### src/rtl/mem_arb_pkg.sv
// rtl/mem_arb_pkg.sv - shared types, widths and helpers for memory port arbiters
package mem_arb_pkg;

  localparam int PERF_CNT_W = 32;
  localparam int MAX_REQ    = 16;
  localparam int REQ_IDX_W  = 4;

  // Index width for n requesters; never below one bit so a 1-bit pointer still exists
  function automatic int idx_w(input int n);
    return (n <= 2) ? 1 : $clog2(n);
  endfunction

  typedef logic [REQ_IDX_W-1:0] req_idx_t;

endpackage

### src/rtl/rr_pick.sv
// rtl/rr_pick.sv - combinational round-robin picker starting at rr_ptr
module rr_pick
  import mem_arb_pkg::*;
#(
  parameter int N  = 4,
  parameter int IW = idx_w(N)
) (
  input  logic [N-1:0]  req_valid,
  input  logic [IW-1:0] rr_ptr,
  output logic [N-1:0]  grant_oh,
  output logic [IW-1:0] grant_idx,
  output logic          any_grant
);

  // Walk rr_ptr, rr_ptr+1, ... with an explicit wrap so N need not be a power of two
  always_comb begin
    int cand;
    grant_oh  = '0;
    grant_idx = '0;
    any_grant = 1'b0;
    cand      = 0;
    for (int k = 0; k < N; k++) begin
      cand = int'(rr_ptr) + k;
      if (cand >= N) cand = cand - N;
      if (!any_grant && req_valid[cand[IW-1:0]]) begin
        any_grant                 = 1'b1;
        grant_idx                 = cand[IW-1:0];
        grant_oh[cand[IW-1:0]]    = 1'b1;
      end
    end
  end

endmodule

### src/rtl/mem_port_arbiter.sv
// rtl/mem_port_arbiter.sv - round-robin share of one main_memory port; optional counters via MEM_PORT_ARBITER_PERF_EN
module mem_port_arbiter
  import mem_arb_pkg::*;
#(
  parameter int N_REQ      = 4,
  parameter int ADDR_WIDTH = 16,
  parameter int DATA_WIDTH = 16
) (
  input  logic                  clock,
  input  logic                  reset_n,
  input  logic [N_REQ-1:0]      req_valid,
  input  logic [N_REQ-1:0]      req_write,
  input  logic [ADDR_WIDTH-1:0] req_addr  [N_REQ],
  input  logic [DATA_WIDTH-1:0] req_wdata [N_REQ],
  output logic [N_REQ-1:0]      req_ready,
  output logic [N_REQ-1:0]      rsp_valid,
  output logic [DATA_WIDTH-1:0] rsp_rdata,
  output logic [ADDR_WIDTH-1:0] mem_read_addr,
  output logic [ADDR_WIDTH-1:0] mem_write_addr,
  output logic [DATA_WIDTH-1:0] mem_write_data,
  output logic                  mem_write_ctrl,
  input  logic [DATA_WIDTH-1:0] mem_read_out
`ifdef MEM_PORT_ARBITER_PERF_EN
  ,
  output logic [PERF_CNT_W-1:0] perf_grants [N_REQ],
  output logic [PERF_CNT_W-1:0] perf_conflict_cycles
`endif
);

  localparam int IW = idx_w(N_REQ);

  logic [IW-1:0]    rr_ptr;
  logic [IW-1:0]    rsp_idx;
  logic             rsp_pend;
  logic [N_REQ-1:0] grant_oh;
  logic [IW-1:0]    grant_idx;
  logic             any_grant;
  logic             accept;

  rr_pick #(
    .N  (N_REQ),
    .IW (IW)
  ) u_pick (
    .req_valid (req_valid),
    .rr_ptr    (rr_ptr),
    .grant_oh  (grant_oh),
    .grant_idx (grant_idx),
    .any_grant (any_grant)
  );

  // Nothing is accepted or written while reset is held
  assign accept    = any_grant & reset_n;
  assign rsp_rdata = mem_read_out;

  // Drive the granted requester onto the memory port; idle port reads as all zeros
  always_comb begin
    req_ready      = reset_n ? grant_oh : '0;
    mem_read_addr  = '0;
    mem_write_addr = '0;
    mem_write_data = '0;
    mem_write_ctrl = 1'b0;
    if (accept) begin
      mem_read_addr  = req_addr[grant_idx];
      mem_write_addr = req_addr[grant_idx];
      mem_write_data = req_wdata[grant_idx];
      mem_write_ctrl = req_write[grant_idx];
    end
  end

  // Return the registered read to whoever issued it; a reset in flight drops it
  always_comb begin
    rsp_valid = '0;
    if (rsp_pend && reset_n) rsp_valid[rsp_idx] = 1'b1;
  end

  // Advance the pointer past the winner and remember a granted read for one cycle
  always_ff @(posedge clock) begin
    if (!reset_n) begin
      rr_ptr   <= '0;
      rsp_pend <= 1'b0;
      rsp_idx  <= '0;
    end else begin
      rsp_pend <= accept & ~req_write[grant_idx];
      if (accept) begin
        rr_ptr  <= (grant_idx == IW'(N_REQ - 1)) ? '0 : grant_idx + 1'b1;
        rsp_idx <= grant_idx;
      end
    end
  end

`ifdef MEM_PORT_ARBITER_PERF_EN
  // Free-running grant and contention counters, wrapping naturally
  always_ff @(posedge clock) begin
    if (!reset_n) begin
      for (int i = 0; i < N_REQ; i++) perf_grants[i] <= '0;
      perf_conflict_cycles <= '0;
    end else begin
      if (accept) perf_grants[grant_idx] <= perf_grants[grant_idx] + 1'b1;
      if ($countones(req_valid) >= 2) perf_conflict_cycles <= perf_conflict_cycles + 1'b1;
    end
  end
`endif

endmodule
### config.mk
export PLATFORM = sky130hd
export DESIGN_NAME = mem_port_arbiter
export DESIGN_NICKNAME = d
export VERILOG_FILES = /design/src/rtl/mem_arb_pkg.sv /design/src/rtl/rr_pick.sv /design/src/rtl/mem_port_arbiter.sv
export SDC_FILE = /design/constraint.sdc
export NUM_CORES = 1
export LEC_CHECK = 0
export CORE_AREA = 2 2 87 89
export DETAILED_ROUTE_END_ITERATION = 6
export DIE_AREA = 0 0 89 91
export PLACE_DENSITY = 0.92
export SYNTH_ARGS = -nofsm -noshare
export SYNTH_HDL_FRONTEND = slang
export SYNTH_SLANG_ARGS = --single-unit
### constraint.sdc
create_clock -name clock -period 6 [get_ports clock]
set_input_delay 0.9 -clock clock [delete_from_list [all_inputs] [get_ports clock]]
set_output_delay 0.9 -clock clock [all_outputs]
set_load 0.02 [all_outputs]
======== Word-level counts from Yosys, hierarchy flattened ========
Cells that the tools add are included.
W data, S select, Z words.
storage, ports and cells
  register bits ........................... 5
  latch bits .............................. 0
  memory bits (writable) .................. 0
  ROM bits ................................ 0
  output and inout bits ................... 73
  word-level logic and storage cells ...... 95
  memories ................................ 0
operators by class
  add/sub/neg operators ................... 8
  multipliers ............................. 0
  divide/modulo/power cells ............... 0
  magnitude comparators ................... 16
  equal/unequal tests ..................... 1
  shift-type cells ........................ 0
  multiplexer cells ....................... 48
  bitwise logic cells ..................... 7
  reduce and logical (&&, ||, !) cells .... 12
operators with widths
  kind                   count
  $mux W16               6
  $bmux W16 S2           2
  $mux W4                6
  $lt A2 B3 Y1 const B   6
  $mux W2                9
  $mux W1                15
  $ge A3 B3 Y1 const B   4
  $or A4 B4 Y4           3
  $bmux W1 S2            5
  $demux W1 S2           5
  $ge A2 B1 Y1 const B   5
  $logic_and A1 B1 Y1    9
  $sub A2 B1 Y2 const B  4
  $add A2 B2 Y3 const B  2
  $add A2 B1 Y3 const B  1
  $ge A2 B3 Y1 const B   1
  $logic_not A1 Y1       3
  $not A2 Y3             1
  $add A2 B1 Y2 const B  1
  $and A1 B1 Y1          2
  $eq A2 B2 Y1 const B   1
  $not A1 Y1             1

======== Depth between registers and ports, before layout ========
Gate-level depths: netlist (run 1).
  depth in word-level cells ............... 19
  gate-level depth with buffers ........... 13
  depth with buffers taken out ............ 8

======== Hierarchy ========
From an unflattened synthesis (run 1), not the netlist that was laid out.
second synthesis, totals
  cell total of the unflattened synthesis .. 224
  area, all modules ....................... 1899.3 sq um
modules (own cells, without submodules)
  module            instances  cells each  area each (sq um)  seq. area each (sq um)
  mem_port_arbiter  1          179         1477.7             100.1
  rr_pick           1          45          421.7              0.0

======== Worst setup path after synthesis (run 1) ========
Ideal clock, no wire load.
  path kind ............................... flip-flop to output port
  from .................................... register rr_ptr[0]
  to ...................................... output mem_write_addr[10]
  arrival ................................. 3196 ps
  path slack .............................. 1904 ps
  cell stages (with the launch flop) ...... 11
  buffers on the path ..................... 3
  cell sequence ........................... dfxtp_1 > buf_2 > inv_1 > ha_1 > mux4_2 > nor4b_4 > a21boi_4 > o21ai_4 > buf_6 > o22ai_1 > buf_4
on the way
  word-level cells in the longest chain between the ends .. 19
ends and longest elaborated chain
  element                                                 RTL line                text
  from (decl)                                             mem_port_arbiter.sv:32  logic [IW-1:0] rr_ptr;
  from (signal assigned)                                  mem_port_arbiter.sv:85  rr_ptr <= (grant_idx == IW'(N_REQ - 1)) ? '0 : grant_idx + 1'b1;
  branches (longest 18 deep; another with $add A2 B1 Y3)  -
  $mux W16 (*)                                            -
  to (decl)                                               mem_port_arbiter.sv:19  output logic [ADDR_WIDTH-1:0] mem_write_addr,
Mark *: on every way between the ends. The select of a mux whose other input is x is not followed.

======== Final worst setup path (run 1) ========
  from .................................... register rr_ptr[0]
  to ...................................... output mem_read_addr[14]
on the way
  word-level cells in the longest chain between the ends .. 19
ends and longest elaborated chain
  element                                                 RTL line                text
  branches (longest 18 deep; another with $add A2 B1 Y3)  -
  $mux W16 (*)                                            mem_port_arbiter.sv:62  if (accept) begin
  to (decl)                                               mem_port_arbiter.sv:18  output logic [ADDR_WIDTH-1:0] mem_read_addr,
Marks and branches as above.

==> results of run 1 <==
## per-layer routing
layer | vias up | wire (um)
met1 | 1149 | 3120
met2 | 115 | 4570
met4 | 0 | 136
met5 | - | 0
li1 | 1174 | -
met3 | 10 | 648
## synthesized netlist by cell type (all sizes together), types with 2 or more instances
| library cell | count | area (um2) |
|---|---|---|
| a21oi | 8 | 43.8 |
| a221oi | 2 | 17.5 |
| a22o | 4 | 35.0 |
| a22oi | 4 | 30.0 |
| buf | 53 | 410 |
| dfxtp | 5 | 100 |
| ha | 8 | 100 |
| inv | 6 | 22.5 |
| mux2 | 4 | 45.0 |
| mux2i | 67 | 671 |
| mux4 | 4 | 90.1 |
| nand2 | 11 | 41.3 |
| nand3 | 2 | 10.0 |
| nor2 | 8 | 30.0 |
| nor3 | 3 | 15.0 |
| o211a | 2 | 20.0 |
| o21ai | 3 | 26.3 |
| o22ai | 33 | 206 |
## state kept, by name, indices dropped and copies added, names as in the netlist
register / flops
rr_ptr: 2
rsp_idx: 2
rsp_pend: 1
## logic make-up (layout without fill, tap and decap cells)
group,count (synthesis),in the layout,share of synthesized area
buffers and inverters,59,206,0.211
AO/OA/AOI/OAI,64,64,0.227
multiplexers,75,75,0.393
flip-flops,5,5,0.0488
AND/OR/NAND/NOR,29,29,0.0714
adder cells (fa/ha/maj),8,8,0.0488
## worst register-to-register path, delay by kind of cell (launching register included)
kind,cells,cell delay [ns]
AO/OA/AOI/OAI,3,1.15
flip-flops,1,0.75
buffers and inverters,2,0.62
adder cells (fa/ha/maj),1,0.56
multiplexers,1,0.47
AND/OR/NAND/NOR,1,0.10
## worst paths after layout
kind,startpoint,end,cells after the start,slack (ns)
hold / removal,rsp_idx[1]$_SDFFE_PN0P_,rsp_idx[1]$_SDFFE_PN0P_,2,0.48
setup reg to reg,rr_ptr[0]$_SDFFE_PN0P_,rr_ptr[1]$_SDFFE_PN0P_,8,2.25
setup / recovery,rr_ptr[0]$_SDFFE_PN0P_,mem_read_addr[14],9,0.69
hold reg to reg,rsp_idx[1]$_SDFFE_PN0P_,rsp_idx[1]$_SDFFE_PN0P_,2,0.48
## report_power, final
group	total, mW	switching, mW	leakage (nW)	internal, mW
Clock	0.0645	0.0187	0.0228	0.0458
Sequential	0.0651	0.0218	0.0417	0.0434
Combinational	1.02	0.508	1.53	0.512
## final cells by class
| cell class | instances | area [um2] |
|---|---|---|
| Multi-Input combinational cell | 176 | 1520 |
| Inverter | 6 | 22.5 |
| Sequential cell | 5 | 100 |
| Timing Repair Buffer | 196 | 1970 |
| Fill cell | 672 | 3350 |
| Clock buffer | 4 | 45.0 |
| Tap cell | 99 | 124 |
## metrics by stage
stage	hold slack, ns	util
after floorplan	0.461	-
after global placement	0.471	0.524
after detailed placement	0.482	0.524
after CTS	0.489	0.530
after global routing	0.520	0.530
final	0.484	0.530
==> results_dict.tcl, run 1 <==
set metrics [dict create \
    fin_nets 550 \
    drt_first_iter_violations 59 \
    dpl_worst_slack_ns 0.873 \
    cts_hold_buf 0 \
    critPathBufInv 3 \
    arrival_ns 4.41 \
    path_clk_slew_ns 0.04 \
    synth_fp_nets 402 \
    wl_per_cell_um 17.4 \
    fin_crit_sh 0.885 \
    cts_sinks 5 \
    finalMaxSlewViolations 0 \
    crit_chain "inv_1, ha_1, mux4_2, a21oi_2, o21a_4, buf_12, mux2i_1, o22ai_1, clkdlybuf4s50_1" \
    hold_class "reg -> reg" \
    busiest_layer "met2" \
    cts-root-buf "clkbuf_8" \
    drtPass1Iterations 5 \
    totalPowerFinal_mw 1.15 \
    cts_made_buffers 3 \
    maxSlewHeadroom 0.356 \
    syn_to_final_growth_pct 84.7 \
    drive_gt1_frac 0.0491 \
    detail_route.vias_per_cell 5.04 \
    clock_skew_ns 0.00334 \
    criticalPathCategory "reg -> out" \
    start_util 0.287 \
    h-tree-depth 1 \
    clockBufferDepth 2 \
    clk_latency_ns 0.23 \
    synth_area_um2 2050 \
    finalNonFillerCells 486 \
    critPathMaxStageDelay_ns 0.75 \
    ir_drop_v 0.000159 \
    post_cts_resized 0 \
    layout_common_cells "clkdlybuf4s50_1, mux2i_1, o22ai_1" \
    syn_inst 240 \
    n_antenna_cell 0 \
    antenna_found_initial 0 \
    finalHoldViolations 0 \
    die_w_um 89 \
    setup-tns-final_ns 0 \
    grt_pass1_wl_mm 12.6 \
    fmax_mhz 188 \
    drc 0 \
    dp_cells 482 \
    final_cell_area_um2 3780 \
    critPathCaptureType "output port" \
    setup_slack_ns 0.691 \
    post_cts_buffers 0 \
    synth_edf_count 0 \
    synth.distinct_cells 35 \
    dr_total_vias 2448 \
    setup_viol 0 \
    worstPathMaxFanout 34 \
    avgSynthCellArea_um2 8.54 \
    yosysSeqAreaShare 0.0488 \
    grt_overflow_total 0 \
    grt_setup_unrepaired "false" \
    place.gp.congestion 0.865 \
    p_leak_nw 1.59 \
    use_met3 0.0427 \
    cts_tree "done" \
    use_met1 0.221 \
    pin_count 227 \
    p_per_area_nw_per_um2 304 \
    worst-endpoint-required_ns 5.10 \
    die_h_um 91 \
    worstMarginPinSlew_ns 0.962 \
    first_global_vias 2541 \
    async_flop_share 0 \
    hpwl_mm 6.94 \
    grt_use_total 0.196 \
    io_buffers 194 \
    ys_ff_latch 5 \
    synth_ff_type "dfxtp_1" \
    routed_wl_mm 8.47 \
    die_area_um2 8100 \
    core_area_um2 7140 \
    grt_use_met2 0.361 \
    mostFrequentLayoutCell "clkdlybuf4s50_1" \
    outcome "finished, final reports clean" \
    maxCapViolCount 0 \
    num_rows 31 \
    antenna_left 0 \
    grt_max_degree 37 \
    cpMaxStageDelayCell "dfxtp_1" \
    path_delay_family "buffers and inverters" \
    min_period_ns 5.31 \
    dpl_cell_area_um2 3740 \
    start_kind "flip-flop" \
    yosysWarnings 0 \
]
No activity file was read; power rests on OpenSTA's default activity.
==> run 2, diff against run 1 <==
--- a/config.mk
+++ b/config.mk
@@ -12,3 +12,4 @@
 export SYNTH_ARGS = -nofsm -noshare
 export SYNTH_HDL_FRONTEND = slang
 export SYNTH_SLANG_ARGS = --single-unit
+export TNS_END_PERCENT = 5
==> results of run 2 <==
The final DEF is identical to that of run 1; final timing and power are the same.
==> run 3, diff against run 2 <==
--- a/config.mk
+++ b/config.mk
@@ -5,6 +5,7 @@
 export SDC_FILE = /design/constraint.sdc
 export NUM_CORES = 1
 export LEC_CHECK = 0
+export CAP_MARGIN = 0
 export CORE_AREA = 2 2 87 89
 export DETAILED_ROUTE_END_ITERATION = 6
 export DIE_AREA = 0 0 89 91
@@ -12,4 +13,4 @@
 export SYNTH_ARGS = -nofsm -noshare
 export SYNTH_HDL_FRONTEND = slang
 export SYNTH_SLANG_ARGS = --single-unit
-export TNS_END_PERCENT = 5
+export TNS_END_PERCENT = 20
==> results of run 3 <==
The final DEF is identical to that of run 1; final timing and power are the same.
==> edit, RTL diff (config.mk and constraints of run 1) <==
Change the parameter `ADDR_WIDTH` from 16 to 17.
--- a/src/rtl/mem_port_arbiter.sv
+++ b/src/rtl/mem_port_arbiter.sv
@@ -3,7 +3,7 @@
   import mem_arb_pkg::*;
 #(
   parameter int N_REQ      = 4,
-  parameter int ADDR_WIDTH = 16,
+  parameter int ADDR_WIDTH = 17,
   parameter int DATA_WIDTH = 16
 ) (
   input  logic                  clock,
Interface: changed (resized mem_read_addr, mem_write_addr and req_addr); port bits go from 227 to 233. The function was not compared with the original's and may differ.
==> edit against run 1 <==
- cell area up 18%
- global-route usage up 5.2 points
- via count up 38%
- sequential share of layout area down 0.40 points
- sequential cell count unchanged
- fmax up 4.5%
- area after synthesis up 28%
- critical path depth down 1
- combinational power up 45%
- worst setup slack better by 0.23 ns
- sequential power up 1%
- wire length up 25%
- total power up 40%
- critical endpoint is now mem_read_addr[1]
- largest power group unchanged
==> edit: results <==
# TYPE chip_impl_metric gauge
chip_impl_metric{name="number_of_global_route_vias_before_repair",unit=""} 3349
chip_impl_metric{name="layout-drive-gt1-share",unit="%"} 13.5
chip_impl_metric{name="vias",unit=""} 3375
chip_impl_info{name="timing.hold.worst_endpoint",value="rsp_idx[0]"} 1
chip_impl_metric{name="power.static_leakage",unit="uW"} 0.00181
chip_impl_metric{name="cts_repair_resize_count",unit=""} 0
chip_impl_metric{name="placer_congestion",unit=""} 0.878
chip_impl_metric{name="syn_nets",unit=""} 505
chip_impl_metric{name="finish.net_count",unit=""} 649
chip_impl_metric{name="synth.lib_cells_used.distinct",unit=""} 40
chip_impl_metric{name="final-instance-count-excl-fill",unit=""} 581
chip_impl_metric{name="power_dissipated_by_switching_net_loads",unit="uW"} 809
chip_impl_metric{name="average_cell_area_after_synthesis",unit="um^2"} 7.72
chip_impl_metric{name="hold-worst-slack",unit="ns"} 0.498
chip_impl_metric{name="io_buffers",unit=""} 200
chip_impl_metric{name="vdd.ir_drop.worst",unit="V"} 0.000210
chip_impl_info{name="crit_path_top_delay_cell",value="clkdlybuf4s50_1"} 1
chip_impl_info{name="outcome",value="complete, no violations"} 1
chip_impl_metric{name="cp_data_arrival_time",unit="ns"} 4.18
chip_impl_metric{name="drt_wl_total",unit="um"} 10600
chip_impl_metric{name="dr.first_iter.drc_count",unit=""} 131
chip_impl_metric{name="post-dp-hpwl",unit="um"} 8080
chip_impl_info{name="reg2reg_to",value="rsp_pend"} 1
chip_impl_info{name="yosys-top-cells-count",value="39 x nand3_1, 37 x buf_4, 37 x mux2_2"} 1
chip_impl_info{name="synth.top_cells.by_area",value="mux2_2 16%, o211a_1 13%, o2111ai_1 11%"} 1
chip_impl_metric{name="grt_util_all_layers",unit="%"} 24.8
chip_impl_metric{name="worstMarginPinSlew",unit="ns"} 0.655
chip_impl_metric{name="timing.critical_path.slowest_cell_delay",unit="ns"} 0.66
chip_impl_info{name="startpoint_of_the_worst_slack_reg_to_reg_timing_path",value="rr_ptr[1]"} 1
chip_impl_metric{name="ys_seq_area_share",unit="%"} 3.82
chip_impl_metric{name="grt_pass1_wl",unit="um"} 16200
chip_impl_metric{name="reg2reg_slack",unit="ns"} 2.60
chip_impl_info{name="min-delay-start",value="rsp_idx[0]"} 1
chip_impl_metric{name="final.setup_skew",unit="ns"} 0.00276
chip_impl_metric{name="critical_path.max_fanout",unit=""} 23
[edit: cell types whose count changed in the layout (fill, tap and decap cells not counted), moves of 32 or more]
cell | run 1 | this run
nand3_1 | 2 | 38
o21ai_0 | 2 | 36
o2111ai_1 | 0 | 33
mux2_2 | 4 | 37
mux2i_1 | 67 | 10
o22ai_1 | 33 | 1
[edit: per-layer routing]
layer / wire length [um] / vias to the layer above / track usage, % / part of all wire (%)
met4: 272 / 0 / 8.46 / 2.6
li1: - / 1590 / - / -
met2: 5540 / 184 / 44.7 / 52
met1: 3970 / 1571 / 28.7 / 37
met3: 817 / 30 / 4.45 / 7.7
met5: 0 / - / 0 / 0
[edit: worst max-delay path by stage]
stage	from	to	slack, ns	depth (start not counted)
2_1_floorplan	rr_ptr[0]	mem_write_addr[10]	2.04	12
3_3_place_gp	req_valid[1]	mem_read_addr[11]	0.97	8
3_5_place_dp	req_valid[1]	mem_read_addr[1]	0.92	8
4_1_cts	req_valid[1]	mem_read_addr[1]	0.91	8
5_1_grt	req_valid[1]	mem_read_addr[0]	0.70	8
6_report	req_valid[1]	mem_read_addr[1]	0.92	8
[edit: layout make-up]
type                       count  area (um^2)
multi-input combinational    255         2070
fill                         614         2670
inverter                       4         15.0
tap                           99          124
clock buffer                   4         45.0
sequential                     5          100
timing repair buffer         214         2110
[edit: metrics by stage]
step,power [uW],area (um^2)
3_3_place_gp,1510,4420
5_1_grt,1720,4460
2_1_floorplan,1090,2620
4_1_cts,1610,4460
3_5_place_dp,1540,4420
6_report,1610,4460
[edit: power groups by stage]
stage          Sequential (uW)  Combinational (uW)  Clock, uW
3_3_place_gp              64.8                1450          0
4_1_cts                   66.1                1480       62.7
3_5_place_dp              66.3                1470          0
2_1_floorplan             58.2                1040          0
6_report                  66.0                1480       63.5
5_1_grt                   68.5                1590       67.0
[edit: worst register-to-register path, stage by stage (launching register included)]
cell and delay, ns:
dfxtp_1 0.60, inv_1 0.18, ha_1 0.52, mux2i_1 0.36, a2111o_1 0.63, buf_4 0.36
a21boi_0 0.14, or4_1 0.41, mux2i_1 0.13
[edit: cell families after synthesis]
logic type                 share of synthesized area (%)
AOI/OAI and AO/OA                                   39.1
adders and majority gates                           3.82
buffers and inverters                               18.2
DFF                                                 3.82
muxes                                               21.5
and+or+nand+nor                                     13.7
